`src/rtl/lsu_pkg.sv`:
```
// Shared types and defaults for the load/store unit.
package lsu_pkg;

    typedef enum logic [1:0] {
        SZ_B   = 2'b00,
        SZ_H   = 2'b01,
        SZ_W   = 2'b10,
        SZ_RSV = 2'b11
    } size_e;

    typedef enum logic [1:0] {
        IDLE = 2'b00,
        BUSY = 2'b01,
        DONE = 2'b10
    } state_e;

    localparam int unsigned DEFAULT_TIMEOUT = 255;

endpackage

```
`src/rtl/lsu_align.sv`:
```
// Byte-lane steering: store replication, byte enables, misalignment check,
// and load extract with sign/zero extension.
module lsu_align
    import lsu_pkg::*;
(
    input  logic [1:0]  st_off,
    input  logic [1:0]  st_size,
    input  logic [31:0] st_data,
    output logic [31:0] st_wdata,
    output logic [3:0]  st_be,
    output logic        misaligned,
    input  logic [1:0]  ld_off,
    input  logic [1:0]  ld_size,
    input  logic        ld_unsigned,
    input  logic [31:0] rdata,
    output logic [31:0] ld_data
);

    logic [31:0] shifted;

    assign shifted = rdata >> {ld_off, 3'b000};

    // Store side: replicate data across lanes, derive enables and alignment.
    always_comb begin
        st_wdata   = st_data;
        st_be      = '0;
        misaligned = 1'b0;
        case (size_e'(st_size))
            SZ_B: begin
                st_wdata = {4{st_data[7:0]}};
                st_be    = 4'b0001 << st_off;
            end
            SZ_H: begin
                st_wdata   = {2{st_data[15:0]}};
                st_be      = 4'b0011 << st_off;
                misaligned = st_off[0];
            end
            SZ_W: begin
                st_be      = 4'b1111;
                misaligned = (st_off != 2'b00);
            end
            default: misaligned = 1'b1;
        endcase
    end

    // Load side: pick the addressed lanes and extend to 32 bits.
    always_comb begin
        ld_data = shifted;
        case (size_e'(ld_size))
            SZ_B:    ld_data = {{24{~ld_unsigned & shifted[7]}}, shifted[7:0]};
            SZ_H:    ld_data = {{16{~ld_unsigned & shifted[15]}}, shifted[15:0]};
            default: ld_data = shifted;
        endcase
    end

endmodule

```
`src/rtl/load_store_unit.sv`:
```
// Load/store unit: accepts one access at a time, drives a simple req/ack
// memory port, aborts after TIMEOUT_CYCLES busy cycles without ack.
module load_store_unit
    import lsu_pkg::*;
#(
    parameter int unsigned TIMEOUT_CYCLES = DEFAULT_TIMEOUT
) (
    input  logic        clk,
    input  logic        rst,
    input  logic        rd_en,
    input  logic        wr_en,
    input  logic [31:0] addr,
    input  logic [31:0] mem_write,
    input  logic [1:0]  size,
    input  logic        ld_unsigned,
    output logic        busy,
    output logic        done,
    output logic        err,
    output logic [31:0] load_data,
    output logic        mem_req,
    output logic        mem_we,
    output logic [31:0] mem_addr,
    output logic [31:0] mem_wdata,
    output logic [3:0]  mem_be,
    input  logic        mem_ack,
    input  logic [31:0] mem_rdata
);

    localparam int unsigned CW = $clog2(TIMEOUT_CYCLES + 1);
    localparam logic [CW-1:0] LAST = CW'(TIMEOUT_CYCLES - 1);

    state_e        state_q, state_d;
    logic [CW-1:0] cnt_q;
    logic [1:0]    off_q;
    logic [1:0]    size_q;
    logic          uns_q;
    logic          we_q;
    logic [3:0]    be_q;
    logic [31:0]   maddr_q;
    logic [31:0]   wdata_q;
    logic          err_q;
    logic [31:0]   load_q;

    logic          accept;
    logic          timeout;
    logic [31:0]   st_wdata;
    logic [3:0]    st_be;
    logic          st_misaligned;
    logic [31:0]   ld_ext;

    // Store steering uses live request inputs; load extract uses latched ones.
    lsu_align u_align (
        .st_off      (addr[1:0]),
        .st_size     (size),
        .st_data     (mem_write),
        .st_wdata    (st_wdata),
        .st_be       (st_be),
        .misaligned  (st_misaligned),
        .ld_off      (off_q),
        .ld_size     (size_q),
        .ld_unsigned (uns_q),
        .rdata       (mem_rdata),
        .ld_data     (ld_ext)
    );

    // Next-state logic; an ack on the final busy cycle beats the timeout.
    always_comb begin
        state_d = state_q;
        accept  = 1'b0;
        timeout = 1'b0;
        case (state_q)
            IDLE: begin
                if (rd_en || wr_en) begin
                    accept  = 1'b1;
                    state_d = st_misaligned ? DONE : BUSY;
                end
            end
            BUSY: begin
                if (mem_ack) begin
                    state_d = DONE;
                end else if (cnt_q == LAST) begin
                    timeout = 1'b1;
                    state_d = DONE;
                end
            end
            DONE:    state_d = IDLE;
            default: state_d = IDLE;
        endcase
    end

    // State, request latch, busy counter and load result registers.
    always_ff @(posedge clk) begin
        if (rst) begin
            state_q <= IDLE;
            cnt_q   <= '0;
            off_q   <= '0;
            size_q  <= '0;
            uns_q   <= 1'b0;
            we_q    <= 1'b0;
            be_q    <= '0;
            maddr_q <= '0;
            wdata_q <= '0;
            err_q   <= 1'b0;
            load_q  <= '0;
        end else begin
            state_q <= state_d;
            if (accept) begin
                off_q   <= addr[1:0];
                size_q  <= size;
                uns_q   <= ld_unsigned;
                we_q    <= wr_en;
                be_q    <= st_be;
                maddr_q <= {addr[31:2], 2'b00};
                wdata_q <= st_wdata;
                err_q   <= st_misaligned;
                cnt_q   <= '0;
            end
            if (state_q == BUSY) begin
                cnt_q <= cnt_q + CW'(1);
                if (mem_ack) begin
                    err_q <= 1'b0;
                    if (!we_q) begin
                        load_q <= ld_ext;
                    end
                end else if (timeout) begin
                    err_q <= 1'b1;
                end
            end
        end
    end

    assign busy      = (state_q != IDLE);
    assign done      = (state_q == DONE);
    assign err       = done & err_q;
    assign mem_req   = (state_q == BUSY);
    assign mem_we    = mem_req & we_q;
    assign mem_be    = mem_req ? be_q : '0;
    assign mem_addr  = maddr_q;
    assign mem_wdata = wdata_q;
    assign load_data = load_q;

endmodule

```
`config.mk`:
```
export PLATFORM = sky130hd
export DESIGN_NAME = load_store_unit
export DESIGN_NICKNAME = d
export VERILOG_FILES = /design/src/rtl/lsu_pkg.sv /design/src/rtl/lsu_align.sv /design/src/rtl/load_store_unit.sv
export SDC_FILE = /design/constraint.sdc
export NUM_CORES = 1
export LEC_CHECK = 0
export ABC_AREA = 1
export CAP_MARGIN = 20
export CORE_MARGIN = 5
export CORE_UTILIZATION = 45
export CTS_CLUSTER_SIZE = 24
export DETAILED_ROUTE_END_ITERATION = 7
export MAX_ROUTING_LAYER = met4
export PLACE_DENSITY = 0.81
export SLEW_MARGIN = 20
export SYNTH_ARGS = -nofsm -noshare
export SYNTH_HDL_FRONTEND = slang
export SYNTH_HIERARCHICAL = 1
export SYNTH_SLANG_ARGS = --single-unit
export TNS_END_PERCENT = 20
```
`constraint.sdc`:
```
create_clock -name clk -period 1.8 [get_ports clk]
set_input_delay 0.45 -clock clk [delete_from_list [all_inputs] [get_ports clk]]
set_output_delay 0.45 -clock clk [all_outputs]
set_load 0.01 [all_outputs]
```
== Word level (Yosys, flattened, before mapping) ==
Index checks and enable logic that the tools add are counted.
Widths: inputs -> output; s select.

* Flip-flop bits (word level): 115
* Logic and storage cells: 59

* Add/sub/neg operators: 1
* Equality and inequality tests: 8
* Shift-type cells: 3
* Mux-type cells: 21
* Bitwise logic cells: 6
* Reductions and logical operators: 9

{| class="wikitable"
|+ Operators by type and width
! operator !! count
|-
| $pmux 32 s2 || 2
|-
| $shr 32x5->32 || 1
|-
| $mux 8 || 2
|-
| $pmux 4 s3 || 1
|-
| $mux 1 || 9
|-
| $add 8x1->8 const B || 1
|-
| $eq 8x8->1 const B || 1
|-
| $mux 2 || 4
|-
| $eq 2x1->1 const B || 3
|-
| $logic_not 2->1 || 3
|-
| $reduce_bool 2->1 || 3
|-
| $and 1x1->1 || 4
|-
| $eq 2x2->1 const B || 2
|-
| $mux 4 || 1
|-
| $pmux 2 s2 || 1
|-
| $shl 1x2->4 const A || 1
|-
| $shl 2x2->4 const A || 1
|-
| $ne 3x1->1 const B || 1
|-
| $pmux 1 s3 || 1
|-
| $reduce_and 3->1 || 1
|-
| $ne 2x2->1 const B || 1
|-
| $not 1->1 || 2
|-
| $reduce_and 2->1 || 1
|-
| $logic_or 1x1->1 || 1
|}

== Longest topological paths before layout ==
* Depth in word-level cells: 7
* Gate-level depth with buffers: 9
* Mapped depth without buffers: 8

== By module ==
Netlist, hierarchy kept.

{| class="wikitable"
|+ By module, submodules not included
! module !! times used !! cells an instance !! area each (um^2) !! seq. area each (um^2)
|-
| load_store_unit || 1 || 564 || 4304.1 || 2302.2
|-
| lsu_align || 1 || 264 || 1370.1 || 0.0
|}

== Worst setup path before layout ==
OpenSTA, ideal clock, no wires.

* Kind: register to output
* Start point: register state_q[1]
* End point: output mem_be[0]
* Data arrival time: 887 ps
* Setup slack: 463 ps
* Cell stages (with the launch flop): 5
* Buffers on the path: 1
* Cells stage by stage: dfxtp_1 -> inv_2 -> nand2_1 -> buf_4 -> nor2_1

* Word-level cells in the longest chain between the ends: 2

{| class="wikitable"
|+ Ends and longest elaborated chain
! element !! RTL line !! text
|-
| start: declaration || load_store_unit.sv:32 || <nowiki>state_e state_q, state_d;</nowiki>
|-
| start signal: assignment || load_store_unit.sv:106 || <nowiki>state_q <= state_d;</nowiki>
|-
| $eq 2x1->1 || load_store_unit.sv:135 || <nowiki>assign mem_req = (state_q == BUSY);</nowiki>
|-
| $mux 4 || load_store_unit.sv:137 || <nowiki>assign mem_be = mem_req ? be_q : '0;</nowiki>
|-
| end: declaration || load_store_unit.sv:24 || <nowiki>output logic [3:0] mem_be,</nowiki>
|}

No other way between the ends.

== Final worst setup path ==
* Start point: register wdata_q[12], in the netlist mem_wdata[12]
* End point: output mem_wdata[12]

{| class="wikitable"
|+ RTL lines
! element !! RTL line !! text
|-
| start: declaration || load_store_unit.sv:40 || <nowiki>logic [31:0] wdata_q;</nowiki>
|-
| start signal: assignment || load_store_unit.sv:114 || <nowiki>wdata_q <= st_wdata;</nowiki>
|-
| end: declaration || load_store_unit.sv:23 || <nowiki>output logic [31:0] mem_wdata,</nowiki>
|}

No word-level cell between the ends.

==> metrics <==
sequence of cells on the critical path clkdlybuf4s50_1; Setup crit start kind flop; post-placement setup slack -131.1 ps; class of the most critical hold timing path reg -> reg; worst-case clock buffer depth 2; most common cell in the netlist sky130_fd_sc_hd__nor2_1; warning count from the yosys run 6; leakage 3.963 nW; Iter 0 DRT Violations 457; Crit path largest cell delay 550 ps; Crit path required time 1350 ps; final period demand of the worst path 1764 ps; port buffer count 206; Max VDD drop 0.7137 mV; overall via count from detail_route 6174; clock root buffer sky130_fd_sc_hd__clkbuf_16; die boundary width 122.3 µm; critical path's top delay family buffers and inverters; Hold Fails Final Rpt 0; starting density of the core 45.52%; wirelength, routed 18.36 mm; flop and latch count out of synthesis 115; Post-DP HPWL 13.38 mm; async set-or-reset flop fraction in the synthesized netlist 0%; run status finished, final reports clean; least setup slack across all paths after layout 36.17 ps; critical path arrival 1310 ps; kind of end point of the critical path output pin; portion of the clock cycle consumed by the worst path in the final layout 97.99%; gr usage total 24.89%; grt total ovfl 0; core area 12470 µm²; count of flip-flops with a built-in enable after synthesis 0; type of the worst setup path reg -> out; Yosys top cell area share 40.57%; top-level I/O count 209; post-CTS clock slew at the launch and capture registers of the worst setup and hold paths 50 ps; number of buffers created by CTS 17; setup clock skew after layout 8.076 ps; via count of the first global-routing pass 5793; antenna violation net count after detailed routing 0; fin. max-slew vios 0; clock latency of the later-clocked register in the worst-skew pair 410 ps; quantity of hold-fixing buffers added after cts 0; sequential share of the synthesized area 40.57%; most instantiated cells after synthesis sky130_fd_sc_hd__nor2_1, sky130_fd_sc_hd__nand2_1, sky130_fd_sc_hd__o21ai_0; Critical path buffers and inverters 1; cell type with the highest aggregate area in the netlist sky130_fd_sc_hd__dfxtp_1; unrepaired setup endpoints after global routing true; Die Ht 122.3 µm; largest net degree at the start of global routing 60; maximum capacitance violations 0; most common flop cell mapped by yosys sky130_fd_sc_hd__dfxtp_1; cell area power density 1009 nW/µm²; clock sinks 115; area added between synthesis and finish 52.57%; total number of placement rows 41; fin nets 1147; average cell area after synthesis 6.853 µm²; top post-synthesis cells by area sky130_fd_sc_hd__dfxtp_1, sky130_fd_sc_hd__nor2_1, sky130_fd_sc_hd__o21ai_0, sky130_fd_sc_hd__nand2_1, sky130_fd_sc_hd__inv_1; antenna violations before repair 0; clock tree from TritonCTS yes; Final Wtd Congestion 0.9168; # H-tree levels 4; Post-Syn Area 5674 µm²; DRC violations left 0; total negative slack 0 ps; 1st-pass router iterations 5; maximum net fanout on the critical path 2; # setup viols final 0; crit path max-delay cell type sky130_fd_sc_hd__clkdlybuf4s50_1; first-pass GRT wire length 28.38 mm; number of distinct library cell variants in the gate-level netlist after synthesis 34; highest attainable clock frequency 0.5669 GHz; overall die area 14950 µm²; share of final-layout standard cells stronger than drive strength 1 11.95%; drt via density 5.036; # diodes 0; number of standard cells after synthesis 828; detail-routed net length per standard cell 14.97 µm
cell type report:
type | instances | area (µm²)
Fill cell | 1018 | 3809
Multi-Input combinational cell | 605 | 2794
Timing Repair Buffer | 256 | 2539
Sequential cell | 115 | 2302
Clock buffer | 22 | 474.2
Tap cell | 172 | 215.2
Inverter | 46 | 178.9
Clock inverter | 10 | 153.9
placed cells by master, fill, tap and decap left out, drive strengths merged:
cell type,instances
or2,2
dlymetal6s2s,13
and2,1
clkdlybuf4s50,181
nor3,1
a21oi,26
and3,1
bufinv,4
clkdlybuf4s15,1
nor2,236
buf,51
dlygate4sd2,3
o211ai,7
dfxtp,115
conb,2
inv,45
a22oi,7
nand2,139
nand3,39
clkinv,7
clkbuf,29
ha,2
o21ai,140
nand4,2
sequential cells by signal, summed over array words and instances, names as in the netlist:
| register | cells |
|---|---|
| load_data | 32 |
| mem_wdata | 32 |
| mem_addr | 30 |
| cnt_q | 8 |
| be_q | 4 |
| off_q | 2 |
| size_q | 2 |
| state_q | 2 |
| err_q | 1 |
| uns_q | 1 |
| we_q | 1 |
tightest hold or removal path, stage by stage, from the launching register on:
cell                      delay (ps)
sky130_fd_sc_hd__dfxtp_1         310
sky130_fd_sc_hd__nand2_1          60
sky130_fd_sc_hd__a21oi_1          60
metrics by stage:
stage	cells	hold slack [ps]	power [mW]	util (%)	area, µm²
2_1_floorplan	829	430.1	4.185	-	5678
3_3_place_gp	1194	447.7	5.173	64.38	8025
3_5_place_dp	1194	461.9	5.211	64.38	8025
4_1_cts	1226	474.4	8.791	69.36	8646
5_1_grt	1226	497.5	9.164	69.45	8657
6_report	1226	472.7	8.735	69.45	8657
metal layers:
| layer | global-route usage (%) | part of all wire, % |
|---|---|---|
| met1 | 27.49 | 39 |
| met2 | 41.15 | 49 |
| met3 | 7.558 | 8.6 |
| met4 | 11.76 | 3.1 |
| met5 | - | 0 |
report_power, final:
part	total, mW	leakage, nW	internal, mW	switching [mW]
combinational	2.21	2.70	1.07	1.15
sequential	2.95	0.948	2.80	0.145
clock	3.57	0.314	2.41	1.16
worst paths after layout:
kind,startpoint,end,slack (ps),cells past startpoint
worst max-delay path,mem_wdata[12],mem_wdata[12],40,1
worst max register to register,size_q[1],load_data[19],230,7
worst min register to register,we_q,we_q,470,2
worst min-delay path,we_q,we_q,470,2
logic make-up (layout without fill, tap and decap cells):
kind of cell	after synthesis	count (layout)	share of synthesized area, %
DFF	115	115	40.57
buffers and inverters	109	334	10.47
other	1	2	0.06609
and+or+nand+nor	421	421	31.95
AOI/OAI and AO/OA	180	180	16.49
adders and majority gates	2	2	0.4409
what timing repair did:
item,in CTS,in global routing
cloned,0,0
setup endpoints to repair,12,22
resized for setup,20,28
setup buffers,0,0
hold endpoints to repair,0,0
No activity file was read; power rests on OpenSTA's default activity.
